`config.mk`:
```
export PLATFORM = sky130hd
export DESIGN_NAME = fifo_rd_ctrl_flat
export DESIGN_NICKNAME = d
export VERILOG_FILES = /design/src/rtl/fifo_pkg.sv /design/src/rtl/fifo_rd_ctrl_if.sv /design/src/rtl/fifo_rd_skid.sv /design/src/rtl/fifo_rd_ctrl.sv /design/src/flat_wrapper.sv
export SDC_FILE = /design/constraint.sdc
export NUM_CORES = 1
export LEC_CHECK = 0
export CORE_ASPECT_RATIO = 0.8
export CORE_MARGIN = 3
export CORE_UTILIZATION = 40
export CTS_CLUSTER_SIZE = 10
export DETAILED_ROUTE_END_ITERATION = 6
export GPL_TIMING_DRIVEN = 1
export PLACE_DENSITY = 0.71
export SLEW_MARGIN = 20
export SYNTH_ARGS = -nofsm -noshare
export SYNTH_HDL_FRONTEND = slang
export SYNTH_SLANG_ARGS = --single-unit
```
`constraint.sdc`:
```
create_clock -name rclk -period 1.92 [get_ports rclk]
set_input_delay 0.384 -clock rclk [delete_from_list [all_inputs] [get_ports rclk]]
set_output_delay 0.384 -clock rclk [all_outputs]
set_load 0.01 [all_outputs]
```
`src/rtl/fifo_pkg.sv`:
```
// Shared definitions for the async FIFO read/write controllers:
// default widths, small counter type and Gray-code conversions.
package fifo_pkg;

  localparam int DATA_WIDTH_DEF = 8;
  localparam int ADDR_WIDTH_DEF = 4;

  typedef logic [1:0] occ_t;

  function automatic logic [31:0] bin2gray(input logic [31:0] b);
    return b ^ (b >> 1);
  endfunction

  function automatic logic [31:0] gray2bin(input logic [31:0] g);
    logic [31:0] b;
    b = g;
    for (int i = 1; i < 32; i++) begin
      b = b ^ (g >> i);
    end
    return b;
  endfunction

endpackage

```
`src/rtl/fifo_rd_ctrl_if.sv`:
```
// Valid/ready output stream of the FIFO read side.
interface fifo_rd_ctrl_if #(
  parameter int Data_Width = fifo_pkg::DATA_WIDTH_DEF
) ();

  logic [Data_Width-1:0] m_data;
  logic                  m_valid;
  logic                  m_ready;

  modport master (output m_data, output m_valid, input  m_ready);
  modport slave  (input  m_data, input  m_valid, output m_ready);

endinterface

```
`src/rtl/fifo_rd_skid.sv`:
```
// Two-entry FIFO-ordered output buffer that absorbs the memory read latency
// so a stalled consumer never causes a fetched word to be dropped.
module fifo_rd_skid
  import fifo_pkg::*;
#(
  parameter int Data_Width = DATA_WIDTH_DEF
) (
  input  logic                  clk,
  input  logic                  rst,
  input  logic                  wr,
  input  logic [Data_Width-1:0] wr_data,
  input  logic                  pop,
  output logic                  m_valid,
  output logic [Data_Width-1:0] m_data,
  output occ_t                  count
);

  logic [Data_Width-1:0] head_q, head_d;
  logic [Data_Width-1:0] tail_q, tail_d;
  occ_t                  cnt_q, cnt_d;

  // head changes only when empty or on a pop, keeping m_data stable under stall
  always_comb begin
    head_d = head_q;
    tail_d = tail_q;
    cnt_d  = cnt_q;
    case (cnt_q)
      2'd0: begin
        if (wr) begin
          head_d = wr_data;
          cnt_d  = 2'd1;
        end
      end
      2'd1: begin
        if (wr && pop) begin
          head_d = wr_data;
        end else if (wr) begin
          tail_d = wr_data;
          cnt_d  = 2'd2;
        end else if (pop) begin
          cnt_d  = 2'd0;
        end
      end
      default: begin
        if (pop) begin
          head_d = tail_q;
          if (wr) begin
            tail_d = wr_data;
          end else begin
            cnt_d  = 2'd1;
          end
        end
      end
    endcase
  end

  always_ff @(posedge clk) begin
    if (rst) begin
      head_q <= '0;
      tail_q <= '0;
      cnt_q  <= 2'd0;
    end else begin
      head_q <= head_d;
      tail_q <= tail_d;
      cnt_q  <= cnt_d;
    end
  end

  assign m_valid = (cnt_q != 2'd0);
  assign m_data  = head_q;
  assign count   = cnt_q;

endmodule

```
`src/rtl/fifo_rd_ctrl.sv`:
```
// Read-domain controller of the async FIFO: empty detection, memory fetch,
// Gray read pointer export and a latency-absorbing valid/ready output stream.
module fifo_rd_ctrl
  import fifo_pkg::*;
#(
  parameter int Data_Width = DATA_WIDTH_DEF,
  parameter int Addr_Width = ADDR_WIDTH_DEF
) (
  input  logic                  rclk,
  input  logic                  rrst,
  input  logic [Addr_Width:0]   rq2_wptr,
  input  logic [Data_Width-1:0] r_data,
  output logic [Addr_Width-1:0] r_addr,
  output logic                  r_en,
  output logic                  rempty,
  output logic [Addr_Width:0]   rptr,
  fifo_rd_ctrl_if.master        m_if
);

  localparam int PW = Addr_Width + 1;

  logic [PW-1:0] rbin_q, rbin_d;
  logic [PW-1:0] rptr_q, rptr_d;
  logic          rempty_q, rempty_d;
  occ_t          occ_q, occ_d;
  logic          fetch_q, fetch_d;
  logic          pop;
  logic          rd_en;
  occ_t          buf_count;

  // Fetch stage: occ counts the in-flight word plus buffered words, so a
  // pop frees a slot in the same cycle and 1 word/cycle is sustained.
  always_comb begin
    pop      = m_if.m_valid && m_if.m_ready;
    rd_en    = !rempty_q && ((occ_q < 2'd2) || pop);
    rbin_d   = rbin_q + PW'(rd_en);
    rptr_d   = PW'(bin2gray(32'(rbin_d)));
    rempty_d = (rptr_d == rq2_wptr);
    occ_d    = occ_q + occ_t'(rd_en) - occ_t'(pop);
    fetch_d  = rd_en;
  end

  always_ff @(posedge rclk) begin
    if (rrst) begin
      rbin_q   <= '0;
      rptr_q   <= '0;
      rempty_q <= 1'b1;
      occ_q    <= 2'd0;
      fetch_q  <= 1'b0;
    end else begin
      rbin_q   <= rbin_d;
      rptr_q   <= rptr_d;
      rempty_q <= rempty_d;
      occ_q    <= occ_d;
      fetch_q  <= fetch_d;
    end
  end

  // Memory data stage: r_data belongs to the fetch issued one cycle earlier.
  fifo_rd_skid #(
    .Data_Width (Data_Width)
  ) u_skid (
    .clk     (rclk),
    .rst     (rrst),
    .wr      (fetch_q),
    .wr_data (r_data),
    .pop     (pop),
    .m_valid (m_if.m_valid),
    .m_data  (m_if.m_data),
    .count   (buf_count)
  );

  assign r_addr = rbin_q[Addr_Width-1:0];
  assign r_en   = rd_en;
  assign rempty = rempty_q;
  assign rptr   = rptr_q;

endmodule
```
`src/flat_wrapper.sv`:
```
// flat-port wrapper written by rule: the top's interface ports become plain ports
module fifo_rd_ctrl_flat import fifo_pkg::*;
#(
  parameter int Data_Width = DATA_WIDTH_DEF,
  parameter int Addr_Width = ADDR_WIDTH_DEF
)
  (rclk, rrst, rq2_wptr, r_data, r_addr, r_en, rempty, rptr, m_if_m_data, m_if_m_valid, m_if_m_ready);
  fifo_rd_ctrl_if #(.Data_Width(Data_Width)) m_if_i ();
  input  logic rclk;
  input  logic rrst;
  input  logic [Addr_Width:0] rq2_wptr;
  input  logic [Data_Width-1:0] r_data;
  output logic [Addr_Width-1:0] r_addr;
  output logic r_en;
  output logic rempty;
  output logic [Addr_Width:0] rptr;
  output wire logic [$bits(m_if_i.m_data)-1:0] m_if_m_data;
  output wire logic [$bits(m_if_i.m_valid)-1:0] m_if_m_valid;
  input wire logic [$bits(m_if_i.m_ready)-1:0] m_if_m_ready;
  assign m_if_m_data = m_if_i.m_data;
  assign m_if_m_valid = m_if_i.m_valid;
  assign m_if_i.m_ready = m_if_m_ready;
  fifo_rd_ctrl #(.Data_Width(Data_Width), .Addr_Width(Addr_Width)) u_core (.rclk(rclk), .rrst(rrst), .rq2_wptr(rq2_wptr), .r_data(r_data), .r_addr(r_addr), .r_en(r_en), .rempty(rempty), .rptr(rptr), .m_if(m_if_i));
endmodule
```
==> flow_summary.yaml, run 1 <==
power:
  vdd.ir_drop.worst_uv: 635
  switching_share_pct: 25.9
  comb_power_share_pct: 24.8
  p_per_area_mw_per_mm2: 943
  finalPower_w: 0.00189
  leakage_nw: 0.821
  pwr-share-seq_pct: 39.9
  p_int_w: 0.00140
  clockPowerShare_pct: 35.3
  p_sw_w: 0.000489
cts:
  cts.htree.levels: 2
  clk_pin_slew_worst_paths_ns: 0.07
  cts_hold_buf: 0
  clock_sinks: 31
  numCtsBuffers: 5
  clock_path_buffers: 2
  cts_tree: "yes"
  clk_latency_ns: 0.29
  root_buffer: "clkbuf_8"
worst_setup_path:
  startpoint_type: "flop"
  endpoint_kind: "flop"
  crit_fanout: 3
  crit_path_start: "u_core.u_skid.count[1]"
  arrival_ns: 2.07
  worst-setup-path-type: "flop to flop"
  crit_required_ns: 2.10
  reg2reg_from: "u_core.u_skid.count[1]"
layout:
  final-seq-area_um2: 626
  finalCoreUtilization_pct: 63.6
  area_growth_pct: 48.2
  antenna_cells: 0
  num-fill-cells: 278
  nets: 207
  drive_gt1_share_pct: 19.1
  multi_input_area_um2: 758
logic_synthesis:
  yosys.cell_types.count: 28
  synth_warnings: 0
  synth_top_area_share_pct: 45.9
  synth.area.top_cells: "dfxtp_1 46%, mux2i_1 13%, nor2_1 6.9%, xnor2_1 5.8%, a211oi_1 4.4%"
  synth_top_family_by_area: "simple AND/OR/NAND/NOR gates"
  synthMuxAreaShare_pct: 12.6
  syn_inst: 138
  ys_ff_latch: 31
  syn_nets: 158
  netlist_area_mm2: 0.00135
  synth_xor_xnor_area_share_pct: 10.3
  synth_area_leader_cell: "dfxtp_1"
  synthAdderAreaFrac_pct: 3.70
  avgSynthCellArea_um2: 9.80
  yosysSeqAreaShare_pct: 45.9
  synth_compound_area_share_pct: 8.79
  synthSimpleGateAreaFrac_pct: 15.4
sta:
  final.period_utilization_pct: 98.3
  hold_viol: 0
  timing.fmax_ghz: 0.530
  rsz0062_at_grt: "true"
  worstMarginPinSlew_ns: 0.328
  slew_violations: 0
  finalSetupViolations: 0
  worst_slack_ns: 0.0329
  finClkSkew_ns: 0.00651
  slew_headroom_pct: 78.2
  timing.final.crit_period_ns: 1.89
place:
  gp_congestion: 0.777
  post-dp-hpwl_mm: 2.10
  pre_cts_ws_ns: -0.408
  port_buffers: 35
global_routing:
  grt-ovfl-total: 0
  grt_max_degree: 32
  antenna_found_initial: 0
  grt_usage_pct: 16.7
  grt_pass1_wl_mm: 5.27
  grt_pass1_vias: 1201
die:
  die_area_mm2: 0.00412
  start_util_pct: 42.9
  coreArea_mm2: 0.00315
  row_count: 18
  io_pins: 36
  die_h_um: 58.0
  die_w_um: 71.0
detailed_routing:
  routed_wl_mm: 3.03
  dr.first_iter.drc_count: 39
  vias: 1101
  drc_errors: 0
  wl_per_cell_um: 13.3
  drt.antenna.violating_nets: 0
  first_pass_iters: 5
  via_per_inst: 4.83
flow_run:
  cap_violations: 0
status:
  status: "finished clean"
hold_path:
  min_from: "u_core.u_skid.tail_q[6]"
  hp-class: "flop to flop"
[metrics by stage]
step,TNS (ns),std cells,hold slack (ns),area (um^2)
final,0,228,0.497,2000
after global routing,-0.0583,228,0.521,2000
after CTS,0,228,0.502,1990
after detailed placement,-2.09,219,0.488,1860
after global placement,-1.81,219,0.474,1860
after floorplan,0,138,0.456,1410
[critical path: stages, from the launching register on]
cell and delay [ns]:
dfxtp_2 0.34, nor2_4 0.11, inv_2 0.04, nand2_1 0.07
a21o_1 0.14, inv_2 0.06, ha_4 0.17, ha_4 0.18
xor2_2 0.19, xnor2_2 0.16, nand2_1 0.06, o21ai_1 0.06
a31o_1 0.21
[power by group through the flow]
stage,Sequential (W),Clock (W),Combinational [W]
after floorplan,0.000784,0,0.000236
after global placement,0.000766,0,0.000452
after detailed placement,0.000769,0,0.000462
after CTS,0.000755,0.000682,0.000470
after global routing,0.000764,0.000715,0.000515
final,0.000754,0.000667,0.000469
[state kept, by name (all words and copies together), names as in the netlist]
name	cells
u_core.u_skid.tail_q	8
u_core.rempty	1
u_core.rptr	4
u_core.fetch_q	1
u_core.u_skid.m_data	8
u_core.u_skid.count	2
u_core.rbin_q	5
u_core.occ_q	2
[timing repair]
action	in CTS	in global routing
resized for setup	3	2
endpoints found under the setup margin	4	3
pin swaps	7	4
cloned	0	0
buffers inserted	1	0
[logic make-up (layout without fill, tap and decap cells)]
group | Yosys count | count (layout)
AOI/OAI and AO/OA | 17 | 17
xor gates and xnor gates | 15 | 15
muxes | 17 | 17
adders and majority gates | 4 | 4
and+or+nand+nor | 45 | 45
DFF | 31 | 31
buffers and inverters | 9 | 59
[Yosys cell counts]
cell       n
a211oi_1   8
a21o_1     1
a21oi_1    2
a22oi_1    1
a31o_1     1
buf_2      1
buf_4      1
buf_6      1
clkbuf_1   2
dfxtp_1   31
ha_1       4
inv_1      2
inv_2      2
mux2i_1   17
nand2_1    6
nand2_2    1
nand2b_1   4
nand3_1    1
nand3_2    1
nand3b_1   1
nor2_1    25
nor2_2     1
nor2b_1    5
o21ai_1    3
o22a_2     1
xnor2_1    9
xor2_1     5
xor2_2     1
[placed cells by master, fill, tap and decap left out, types with 3 or more instances in the layout]
| cell | synthesis | layout |
|---|---|---|
| o21ai_1 | 3 | 3 |
| dfxtp_1 | 31 | 29 |
| xnor2_1 | 9 | 8 |
| nand2b_1 | 4 | 4 |
| buf_4 | 1 | 12 |
| clkdlybuf4s50_1 | 0 | 33 |
| xor2_2 | 1 | 4 |
| mux2i_1 | 17 | 17 |
| a211oi_1 | 8 | 8 |
| nor2_1 | 25 | 25 |
| nor2b_1 | 5 | 5 |
| clkbuf_8 | 0 | 6 |
| nand2_1 | 6 | 6 |
[path summary, 6_finish.rpt]
kind	end	slack [ns]	cells after the start
min reg2reg	u_core.u_skid.tail_q[6]	0.50	2
max	u_core.rempty	0.03	12
min	u_core.u_skid.tail_q[6]	0.50	2
max reg2reg	u_core.rempty	0.03	12
[metal layers]
metal  share of wire (%)  track usage (%)
met2                  49             28.4
met4                0.56             5.63
met5                   0                0
met3                 7.6             8.49
met1                  43             18.0
[final cells by class]
class / instances / area share [%]
clock inverters: 2 / 1.75
repair buffers: 47 / 21.8
multi-input cells: 98 / 37.8
inverters: 4 / 0.749
flip-flops and latches: 31 / 31.2
clock buffers: 6 / 4.12
well taps: 40 / 2.50
No activity file was read; power rests on OpenSTA's default activity.
==> run 2: changes to the inputs <==
ABC_AREA = 0   (was default)
SKIP_LAST_GASP = 1   (was default)
==> results of run 2 <==
The final DEF is identical to that of run 1; final timing and power are the same.
==> run 3: changes to the inputs <==
==> constraint.sdc (replaced) <==
create_clock -name rclk -period 1.92 [get_ports rclk]
set_input_delay 0.288 -clock rclk [delete_from_list [all_inputs] [get_ports rclk]]
set_output_delay 0.288 -clock rclk [all_outputs]
set_load 0.01 [all_outputs]
==> run 3 against run 2 <==
Compared with the run above: worst hold slack gained 0.0012 ns; count of clock-buffer cells in the layout stayed put; global-route usage fell by 0.52 points; cell area shrank 0.25%; cell count increased by 0.44%; utilization fell by 0.16 points; critical endpoint unchanged; largest power group unchanged.
==> flow_summary.yaml, run 3 (synthesized netlist as in run 1, its figures left out) <==
detailed_routing:
  drt.antenna.violating_nets: 0
  dr.first_iter.drc_count: 43
  first_pass_iters: 3
  drc_errors: 0
  vias: 1093
  wl_per_cell_um: 12.5
  via_per_inst: 4.77
  routed_wl_mm: 2.86
place:
  port_buffers: 35
  gp_congestion: 0.777
  post-dp-hpwl_mm: 2.09
power:
  pwr-share-seq_pct: 39.9
  switching_share_pct: 25.5
  vdd.ir_drop.worst_uv: 741
  clockPowerShare_pct: 35.1
  p_per_area_mw_per_mm2: 942
  finalPower_w: 0.00188
  p_sw_w: 0.000480
  leakage_nw: 0.826
  comb_power_share_pct: 24.9
  p_int_w: 0.00140
sta:
  rsz0062_at_grt: "true"
  timing.final.crit_period_ns: 1.87
  finClkSkew_ns: 0.00591
  timing.fmax_ghz: 0.536
  slew_violations: 0
  hold_viol: 0
  slew_headroom_pct: 78.6
  finalSetupViolations: 0
  worst_hold_slack_ns: 0.498
  worstMarginPinSlew_ns: 0.321
  final.period_utilization_pct: 97.2
worst_setup_path:
  worst-setup-path-type: "flop to flop"
  crit_fanout: 3
  startpoint_type: "flop"
  endpoint_kind: "flop"
  crit_required_ns: 2.10
  arrival_ns: 2.04
cts:
  numCtsBuffers: 5
  clock_path_buffers: 2
  clock_sinks: 31
  cts.htree.levels: 2
  cts_tree: "yes"
  clk_pin_slew_worst_paths_ns: 0.06
  root_buffer: "clkbuf_8"
  clk_latency_ns: 0.28
  cts_hold_buf: 0
layout:
  antenna_cells: 0
  area_growth_pct: 47.8
  layout_commonest_cell: "clkdlybuf4s50_1"
  nets: 208
  num-fill-cells: 263
  drive_gt1_share_pct: 19.6
  final_cell_mix: "33 x clkdlybuf4s50_1, 29 x dfxtp_1, 25 x nor2_1"
  finalCoreUtilization_pct: 63.4
status:
  status: "finished clean"
die:
  io_pins: 36
  die_h_um: 58.0
  row_count: 18
  die_w_um: 71.0
  die_area_mm2: 0.00412
  start_util_pct: 42.9
  coreArea_mm2: 0.00315
global_routing:
  antenna_found_initial: 0
  grt_pass1_wl_mm: 5.05
  grt_usage_pct: 16.1
  grt_max_degree: 32
  grt-ovfl-total: 0
  grt_pass1_vias: 1143
hold_path:
  hp-class: "flop to flop"
flow_run:
  cap_violations: 0
run 3: per-layer routing:
| metal | wire [um] | global-route usage, % | vias up | share of wire [%] |
|---|---|---|---|---|
| met2 | 1310 | 26.9 | 28 | 46 |
| met3 | 223 | 8.32 | 7 | 7.8 |
| li1 | - | - | 561 | - |
| met5 | 0 | 0 | - | 0 |
| met4 | 54 | 6.43 | 0 | 1.9 |
| met1 | 1270 | 17.5 | 497 | 44 |
run 3: worst paths after layout:
kind                           start  depth (start not counted)                      end  slack [ns]
max           u_core.u_skid.count[0]                         12            u_core.rempty        0.05
min          u_core.u_skid.tail_q[6]                          2  u_core.u_skid.tail_q[6]        0.50
max reg2reg   u_core.u_skid.count[0]                         12            u_core.rempty        0.05
min reg2reg  u_core.u_skid.tail_q[6]                          2  u_core.u_skid.tail_q[6]        0.50
run 3: metrics by stage:
stage | area, um^2 | instances | setup TNS, ns | setup slack, ns
2_1_floorplan | 1410 | 138 | 0 | 0.0112
3_3_place_gp | 1860 | 219 | -0.812 | -0.240
3_5_place_dp | 1860 | 219 | -1.20 | -0.328
4_1_cts | 1990 | 229 | 0 | 0.0146
5_1_grt | 2000 | 229 | -0.0330 | -0.0330
6_report | 2000 | 229 | 0 | 0.0540
run 3: layout make-up:
class	count	area, um^2	area share (%)
Multi-Input combinational cell	98	746	37.3
Sequential cell	31	626	31.3
Timing Repair Buffer	48	445	22.3
Clock buffer	6	82.6	4.13
Tap cell	40	50.0	2.50
Clock inverter	2	35.0	1.75
Inverter	4	15.0	0.751
run 3: power by group through the flow:
stage | clock network, W | registers [W] | logic [W]
after CTS | 0.000687 | 0.000754 | 0.000473
after floorplan | 0 | 0.000784 | 0.000236
after global placement | 0 | 0.000766 | 0.000452
after global routing | 0.000721 | 0.000763 | 0.000519
after detailed placement | 0 | 0.000769 | 0.000462
final | 0.000662 | 0.000752 | 0.000470
run 3: repair_timing:
item | CTS | global route
pin swaps | 5 | 4
gates resized for setup | 2 | 2
setup endpoints to repair | 2 | 2
buffers inserted | 2 | 0
run 3: critical path, cell delays in order (launching register included):
cell      delay, ns
dfxtp_4        0.36
nor2_4         0.04
inv_2          0.05
nand2_2        0.05
a21o_1         0.17
inv_2          0.07
ha_4           0.15
ha_4           0.17
nand3_2        0.09
xor2_2         0.20
nand2b_1       0.13
mux2i_1        0.07
a31o_1         0.21
